==> src/rtl/cond_pkg.sv <==
// rtl/cond_pkg.sv - shared condition codes and flag bit indices for cond_unit
package cond_pkg;

    localparam logic [3:0] COND_EQ = 4'b0000;
    localparam logic [3:0] COND_NE = 4'b0001;
    localparam logic [3:0] COND_CS = 4'b0010;
    localparam logic [3:0] COND_CC = 4'b0011;
    localparam logic [3:0] COND_MI = 4'b0100;
    localparam logic [3:0] COND_PL = 4'b0101;
    localparam logic [3:0] COND_VS = 4'b0110;
    localparam logic [3:0] COND_VC = 4'b0111;
    localparam logic [3:0] COND_HI = 4'b1000;
    localparam logic [3:0] COND_LS = 4'b1001;
    localparam logic [3:0] COND_GE = 4'b1010;
    localparam logic [3:0] COND_LT = 4'b1011;
    localparam logic [3:0] COND_GT = 4'b1100;
    localparam logic [3:0] COND_LE = 4'b1101;
    localparam logic [3:0] COND_AL = 4'b1110;
    localparam logic [3:0] COND_NV = 4'b1111;

    localparam int FLAG_N = 3;
    localparam int FLAG_Z = 2;
    localparam int FLAG_C = 1;
    localparam int FLAG_V = 0;

endpackage

==> src/rtl/cond_unit_sat_counter.sv <==
// rtl/cond_unit_sat_counter.sv - saturating event counter with synchronous clear
module sat_counter #(
    parameter int W = 16
) (
    input  logic         clk,
    input  logic         rst_n,
    input  logic         inc,
    input  logic         clr,
    output logic [W-1:0] count
);

    localparam logic [W-1:0] ONE = W'(1);

    logic [W-1:0] count_d;
    logic [W-1:0] count_q;

    // next count: clear wins, otherwise increment and stick at all-ones
    always_comb begin
        count_d = count_q;
        if (clr) begin
            count_d = '0;
        end else if (inc && (count_q != '1)) begin
            count_d = count_q + ONE;
        end
    end

    // count register
    always_ff @(posedge clk or negedge rst_n) begin
        if (!rst_n) begin
            count_q <= '0;
        end else begin
            count_q <= count_d;
        end
    end

    assign count = count_q;

endmodule

==> src/rtl/cond_unit.sv <==
// rtl/cond_unit.sv - flag register, condition check and write gating; COND_PERF_CNT_EN adds debug counters
module cond_unit
    import cond_pkg::*;
#(
    parameter int CNT_W = 16
) (
    input  logic             CLK,
    input  logic             RESETn,
    input  logic [3:0]       Cond,
    input  logic [3:0]       ALUFlags,
    input  logic [1:0]       FlagW,
    input  logic             PCS,
    input  logic             RegW,
    input  logic             MemW,
    input  logic             NoWrite,
    input  logic             InstrValid,
    input  logic             Stall,
    input  logic             CntClr,
    output logic             PCSrc,
    output logic             RegWrite,
    output logic             MemWrite,
    output logic             CondEx,
    output logic [3:0]       Flags,
    output logic [CNT_W-1:0] ExecCnt,
    output logic [CNT_W-1:0] SkipCnt
);

    logic [3:0] flags_d;
    logic [3:0] flags_q;
    logic       cond_ex;
    logic       flag_upd;

    logic n_f, z_f, c_f, v_f;

    assign n_f = flags_q[FLAG_N];
    assign z_f = flags_q[FLAG_Z];
    assign c_f = flags_q[FLAG_C];
    assign v_f = flags_q[FLAG_V];

    // condition decode against the registered flags only (no bypass of ALUFlags)
    always_comb begin
        cond_ex = 1'b1;
        case (Cond)
            COND_EQ: cond_ex = z_f;
            COND_NE: cond_ex = ~z_f;
            COND_CS: cond_ex = c_f;
            COND_CC: cond_ex = ~c_f;
            COND_MI: cond_ex = n_f;
            COND_PL: cond_ex = ~n_f;
            COND_VS: cond_ex = v_f;
            COND_VC: cond_ex = ~v_f;
            COND_HI: cond_ex = c_f & ~z_f;
            COND_LS: cond_ex = ~c_f | z_f;
            COND_GE: cond_ex = (n_f == v_f);
            COND_LT: cond_ex = (n_f != v_f);
            COND_GT: cond_ex = ~z_f & (n_f == v_f);
            COND_LE: cond_ex = z_f | (n_f != v_f);
            default: cond_ex = 1'b1;
        endcase
    end

    assign CondEx   = cond_ex;
    assign PCSrc    = PCS  & cond_ex & InstrValid;
    assign RegWrite = RegW & cond_ex & ~NoWrite & InstrValid;
    assign MemWrite = MemW & cond_ex & InstrValid;

    // only an executed, non-stalled instruction may touch the flags
    assign flag_upd = cond_ex & InstrValid & ~Stall;

    // next flags: N,Z and C,V pairs load independently
    always_comb begin
        flags_d = flags_q;
        if (flag_upd) begin
            if (FlagW[1]) begin
                flags_d[FLAG_N] = ALUFlags[FLAG_N];
                flags_d[FLAG_Z] = ALUFlags[FLAG_Z];
            end
            if (FlagW[0]) begin
                flags_d[FLAG_C] = ALUFlags[FLAG_C];
                flags_d[FLAG_V] = ALUFlags[FLAG_V];
            end
        end
    end

    // architectural status flag register
    always_ff @(posedge CLK or negedge RESETn) begin
        if (!RESETn) begin
            flags_q <= 4'b0000;
        end else begin
            flags_q <= flags_d;
        end
    end

    assign Flags = flags_q;

`ifdef COND_PERF_CNT_EN
    logic cnt_evt;
    logic exec_inc;
    logic skip_inc;

    // unconditional (AL/NV) instructions are not interesting for the debug counts
    assign cnt_evt  = InstrValid & ~Stall & (Cond != COND_AL) & (Cond != COND_NV);
    assign exec_inc = cnt_evt & cond_ex;
    assign skip_inc = cnt_evt & ~cond_ex;

    sat_counter #(.W(CNT_W)) u_exec_cnt (
        .clk   (CLK),
        .rst_n (RESETn),
        .inc   (exec_inc),
        .clr   (CntClr),
        .count (ExecCnt)
    );

    sat_counter #(.W(CNT_W)) u_skip_cnt (
        .clk   (CLK),
        .rst_n (RESETn),
        .inc   (skip_inc),
        .clr   (CntClr),
        .count (SkipCnt)
    );
`else
    logic unused_cnt_clr;

    assign unused_cnt_clr = CntClr;
    assign ExecCnt        = '0;
    assign SkipCnt        = '0;
`endif

endmodule

==> config.mk <==
export PLATFORM = sky130hd
export DESIGN_NAME = cond_unit
export DESIGN_NICKNAME = d
export VERILOG_FILES = /design/src/rtl/cond_pkg.sv /design/src/rtl/cond_unit_sat_counter.sv /design/src/rtl/cond_unit.sv
export SDC_FILE = /design/constraint.sdc
export NUM_CORES = 1
export LEC_CHECK = 0
export CORE_MARGIN = 4
export CORE_UTILIZATION = 28
export CTS_BUF_LIST = sky130_fd_sc_hd__clkbuf_8
export CTS_CLUSTER_DIAMETER = 80
export DETAILED_ROUTE_END_ITERATION = 7
export PLACE_DENSITY_LB_ADDON = 0.15
export SETUP_SLACK_MARGIN = 0.1
export SLEW_MARGIN = 30
export SYNTH_ARGS = -nofsm -noshare
export SYNTH_HDL_FRONTEND = slang
export SYNTH_SLANG_ARGS = --single-unit
==> constraint.sdc <==
create_clock -name CLK -period 1.75 [get_ports CLK]
set_input_delay 0.175 -clock CLK [delete_from_list [all_inputs] [get_ports CLK]]
set_output_delay 0.175 -clock CLK [all_outputs]
set_load 0.01 [all_outputs]
Word level (Yosys, flattened, before mapping) --
Index checks and enable logic that the tools add are counted.
Cells by class: reductions and logical operators 3, multiplexer cells 1, eq/ne operators 15, bitwise logic cells 19
Operators with widths (count):
- 4-bit == test, second input constant | 6
- 4-bit by 3-bit == test with 1-bit output, second input constant | 4
- 1-bit case mux with 14 select lines | 1
- 1-bit AND | 11
- 4-bit by 2-bit == test with 1-bit output, second input constant | 2
- 1-bit NOT | 6
- 4-bit by 1-bit == test with 1-bit output, second input constant | 1
- 4-bit logical NOT | 1
- 2-bit AND reduction | 2
- 1-bit OR | 2
- 1-bit == test | 1
- 1-bit != test | 1
Storage, ports and cells: output and inout port bits 40, logic and storage cells 40, bits in registers 4, bits of input ports 19

Depth between registers and ports, before layout --
word-level depth 6, gate-level depth with buffers 6, depth with buffers taken out 5

Least setup slack after synthesis --
OpenSTA, ideal clock, no wires.
path kind register to output, start point register flags_q[3], in the netlist Flags[3], end point output RegWrite, data arrival time 1712 ps, buffers on the path 0, setup slack -137 ps, data required time 1575 ps, stages on the path, launching flop included 6, cell sequence dfrtp_1 > xor2_1 > or4_1 > a31oi_2 > or3_1 > and4b_1
Between the ends: cells in the longest elaborated chain, start to end 6, elaborated cells on any way between the ends 9, those cells by class 2 x eq/ne; 1 x mux; 6 x bitwise
Ends and longest elaborated chain:
- start, declared | RTL line cond_unit.sv:29 | logic [3:0] flags_q;
- start signal, assigned | RTL line cond_unit.sv:90 | flags_q <= flags_d;
- 1-bit != test or 1-bit == test (tied branches)
- 1-bit OR or 1-bit AND (tied branches) | RTL line cond_unit.sv:57, cond_unit.sv:56
- 1-bit case mux with 14 select lines * | RTL line cond_unit.sv:43 | case (Cond)
- named net CondEx | RTL line cond_unit.sv:22 | output logic CondEx,
- 1-bit AND * (3 in a row) | RTL line cond_unit.sv:64 | assign RegWrite = RegW & cond_ex & ~NoWrite & InstrValid;
- end, declared | RTL line cond_unit.sv:20 | output logic RegWrite,
The timed path passes the listed nets; every way through them passes the cells marked *.

Final worst setup path --
start point register flags_q[3], in the netlist Flags[3], end point register flags_q[2], in the netlist Flags[2]
Between the ends: cells in the longest elaborated chain, start to end 6, elaborated cells on any way between the ends 9, those cells by class 2 x eq/ne; 1 x mux; 5 x bitwise; 1 x reduce/logical
Ends and longest elaborated chain:
- 1-bit != test or 1-bit == test (tied branches)
- 1-bit OR or 1-bit AND (tied branches) | RTL line cond_unit.sv:57, cond_unit.sv:56
- 1-bit case mux with 14 select lines * | RTL line cond_unit.sv:43
- 1-bit AND * (2 in a row) | RTL line cond_unit.sv:68 | assign flag_upd = cond_ex & InstrValid & ~Stall;
- 2-bit AND reduction (no line) *
Every way passes the cells marked *; elsewhere a longest branch is shown, timed or not. A chain may end at the register's enable or synchronous reset.

==> impl_summary.txt <==
----------------------------------------------------
[Clocking]
  Clock sink count ... 4
  CTS Hold Buffers Added ... 0
  Buffer cell driving the clock tree root ... sky130_fd_sc_hd__clkbuf_8
  Number of clock buffers inserted by TritonCTS ... 3
  Clock-pin transition on the worst setup and hold timing paths ... roughly 40 ps
  Clock Tree Buf Depth ... 2
  Count of H-tree levels built during CTS ... 1
  Clock latency on the worst-skew pair ... ~220 ps
  TritonCTS clock tree ... built

[Finish]
  Number of nets at the end of the flow ... 135
  Share of cells above drive strength 1 ... between 30% and 40%
  Area grow syn2layout ... 60.28%
  Number of antenna repair diodes ... 0
  Number of cells in the finished layout apart from fillers ... approximately 140
  Largest register FFs ... 4

[Worst setup path]
  Category of cells accounting for the largest share of critical-path delay ... simple AND/OR/NAND/NOR gates
  Highest-delay cell along the critical path ... sky130_fd_sc_hd__or4_4
  Arrival @ worst endpoint ... roughly 2200 ps
  Most Frequent Cell on Critical Path ... sky130_fd_sc_hd__buf_4
  Crit path capture type ... flop
  Worst EP required ... 1850 ps
  Worst path max stage delay ... 440 ps
  Startpoint type of the worst setup path ... flop
  Worst setup slack for register-to-register paths ... -340 ps
  Crit path cell chain ... xor2_1 -> or4_4 -> a31oi_4 -> buf_4 -> buf_6 -> o311ai_4 -> buf_4 -> mux2_2
  Number of buffers and inverters on the critical path ... 3
  Peak fanout along the critical path ... 4
  Classification of the worst setup path ... reg -> reg

[Drt]
  Number of routed nets with antenna violations ... 0
  First-pass iteration count of the detailed router ... 2
  Per-cell routed wire length ... about 11 µm
  Post-Route WL ... roughly 1.6 mm
  Mean number of vias per cell ... roughly 4.0
  DRC marker count from the first detailed-route iteration ... 2
  Via count ... 571
  Number of design rule violations left after detail routing ... 0

[Power and ir drop]
  Sum of internal, switching and leakage power ... 1068 µW
  P_leak ... 0.0004756 µW
  Maximum vdd drop ... 0.0006566 V
  Ratio of total power to cell area ... around 1100 nW/µm²

[Timing]
  Max Freq ... approximately 0.48 GHz
  Min Clock Period, post-route ... 2092 ps
  Hold Vio Cnt, Final ... 0
  Clock tree skew after final layout ... approximately 4.7 ps
  Worst Slack Setup Final ... -342.2 ps
  Ratio of final minimum period to clock period ... 119.6%
  Number of endpoints failing setup at the final stage ... 8
  Fin. max-slew vios ... 0
  Setup repair after global routing missed its margin ... yes

[Global routing]
  Initial antenna violation count ... 0
  Vias in the first global route ... about 530
  Total global-route track usage ... approximately 11%
  Pin count of the biggest net entering global routing ... 9
  GR Overflow Total ... 0
  Wire length of the first global-routing pass ... between 2 and 2.5 mm

[Placement]
  Worst slack, placed ... -806.3 ps
  Detail Placement HPWL ... between 1 and 1.5 mm
  Final weighted congestion in routability-driven placement ... 0.8093
  Number of placed instances, taps included ... about 140
  PortBufs ... 25

[Synth]
  Total number of yosys warnings ... 0
  Number of instances in the synthesized netlist ... 74
  Number of distinct library cells after synthesis ... 26
  Post-synthesis register bit count ... 4
  Synthesized area divided by synthesized cell count ... around 8.4 µm²
  Combined area of all synthesized cells ... just over 600 µm²
  Sequential cell area fraction in the yosys report ... roughly 16%

[Outcome]
  Failing checks ... setup timing
  Run status ... finished with violations

[Floorplanning]
  Core footprint ... 2042 µm²
  Effective utilization at floorplan ... between 30% and 40%
  Area of the die ... ~3000 µm²
  Io pins ... between 50 and 60
  Width of the die ... about 55 µm
  Number of cell rows ... 16
  Vertical die dimension ... approximately 55 µm

[Hold path]
  Min-Delay Path Class ... in -> async

[Job]
  Maximum Capacitance Violations ... 0

----------------------------------------------------
per-layer routing:
layer / share of wire (%) / routed length (µm) / global-route usage, % / up-vias
li1: - / - / - / 279
met1: 32 / 521 / 10.63 / 257
met2: 55 / 886 / 20.28 / 32
met3: 11 / 170 / 2.949 / 3
met4: 2.0 / 32 / 7.287 / 0
met5: 0 / 0 / 0 / -
cell usage in the layout, fill, tap and decap left out:
cell and count:
sky130_fd_sc_hd__a21oi_2 1, sky130_fd_sc_hd__a22oi_1 1, sky130_fd_sc_hd__or4_4 1, sky130_fd_sc_hd__and4b_1 1, sky130_fd_sc_hd__clkbuf_8 3, sky130_fd_sc_hd__o32ai_2 2, sky130_fd_sc_hd__inv_1 3, sky130_fd_sc_hd__a31oi_1 1
sky130_fd_sc_hd__a32oi_2 1, sky130_fd_sc_hd__xor2_1 1, sky130_fd_sc_hd__dfrtp_2 1, sky130_fd_sc_hd__dfrtp_1 3, sky130_fd_sc_hd__xnor2_1 2, sky130_fd_sc_hd__nor2b_1 2, sky130_fd_sc_hd__nor2_1 1, sky130_fd_sc_hd__buf_4 14
sky130_fd_sc_hd__dlygate4sd2_1 4, sky130_fd_sc_hd__and3_1 3, sky130_fd_sc_hd__mux2i_1 1, sky130_fd_sc_hd__nand2_2 1, sky130_fd_sc_hd__clkdlybuf4s50_1 18, sky130_fd_sc_hd__nand2_1 2, sky130_fd_sc_hd__a21oi_1 1, sky130_fd_sc_hd__or3_4 1
sky130_fd_sc_hd__buf_2 3, sky130_fd_sc_hd__a31oi_4 1, sky130_fd_sc_hd__buf_6 1, sky130_fd_sc_hd__a21o_1 1, sky130_fd_sc_hd__nor3b_2 1, sky130_fd_sc_hd__mux2_2 4, sky130_fd_sc_hd__conb_1 32, sky130_fd_sc_hd__o311ai_4 2
sky130_fd_sc_hd__nor3b_1 1
cell families after synthesis:
logic type	synth area share, %
AND/OR/NAND/NOR	14.11
other	0.6043
AO/OA/AOI/OAI	14.12
XOR/XNOR	4.235
flip-flops	16.13
multiplexers	8.871
buffers and inverters	41.94
cell usage after synthesis:
master / n / area (µm²)
sky130_fd_sc_hd__buf_2: 1 / 5.000
sky130_fd_sc_hd__dfrtp_1: 4 / 100.1
sky130_fd_sc_hd__xnor2_1: 2 / 17.52
sky130_fd_sc_hd__or4_1: 1 / 7.510
sky130_fd_sc_hd__mux2i_1: 1 / 10.01
sky130_fd_sc_hd__a32oi_1: 1 / 8.760
sky130_fd_sc_hd__a21o_1: 1 / 7.510
sky130_fd_sc_hd__a22oi_1: 1 / 7.510
sky130_fd_sc_hd__inv_1: 2 / 7.510
sky130_fd_sc_hd__conb_1: 1 / 3.750
sky130_fd_sc_hd__nor3b_1: 2 / 15.01
sky130_fd_sc_hd__and3_1: 3 / 18.77
sky130_fd_sc_hd__mux2_2: 4 / 45.04
sky130_fd_sc_hd__a31oi_2: 1 / 12.51
sky130_fd_sc_hd__nand2_2: 1 / 6.260
sky130_fd_sc_hd__nor2b_1: 2 / 12.51
sky130_fd_sc_hd__and4b_1: 1 / 10.01
sky130_fd_sc_hd__a31oi_1: 1 / 6.260
sky130_fd_sc_hd__xor2_1: 1 / 8.760
sky130_fd_sc_hd__nand2_1: 2 / 7.510
sky130_fd_sc_hd__buf_4: 33 / 247.7
sky130_fd_sc_hd__o311ai_1: 2 / 17.52
sky130_fd_sc_hd__o32ai_1: 2 / 17.52
sky130_fd_sc_hd__or3_1: 1 / 6.260
sky130_fd_sc_hd__a21oi_1: 2 / 10.01
sky130_fd_sc_hd__nor2_1: 1 / 3.750
metrics by stage:
stage	instance area (µm²)	util, %	setup TNS [ps]	hold slack, ps
finish	994.7	48.71	-2390	157.8
global route	994.7	48.71	-2995	167.1
CTS	929.6	45.53	-2591	160.3
detailed placement	872.1	42.71	-5310	397.4
global placement	872.1	42.71	-5298	390.5
floorplan	743.2	-	-110.9	-120.6
layout make-up:
type / count / area [µm²]
Clock buffer: 3 / 41.29
Clock inverter: 1 / 3.754
Fill cell: 206 / 1047
Inverter: 2 / 7.507
Multi-Input combinational cell: 65 / 460.4
Sequential cell: 4 / 101.3
Tap cell: 27 / 33.78
Timing Repair Buffer: 40 / 346.6
final timing paths:
check	start	end	cells past startpoint
max	Flags[3]$_DFFE_PN0P_	Flags[2]$_DFFE_PN0P_	8
min	RESETn	Flags[2]$_DFFE_PN0P_	1
max in group asynchronous	RESETn	Flags[3]$_DFFE_PN0P_	1
max reg2reg	Flags[3]$_DFFE_PN0P_	Flags[2]$_DFFE_PN0P_	8
min in group CLK	ALUFlags[3]	Flags[3]$_DFFE_PN0P_	2
min reg2reg	Flags[3]$_DFFE_PN0P_	Flags[3]$_DFFE_PN0P_	2
timing repair:
action	4_1_cts	5_1_grt
setup buffers	2	1
endpoints found under the hold margin	0	0
setup endpoints to repair	8	8
pin swaps	4	3
resized for setup	19	9
report_power, final:
| part | total (µW) | switching [µW] | internal, µW |
|---|---|---|---|
| logic | 665 | 292 | 373 |
| registers | 198 | 55.7 | 143 |
| clock network | 205 | 54.5 | 150 |
Power figures use the tool's default switching activity.
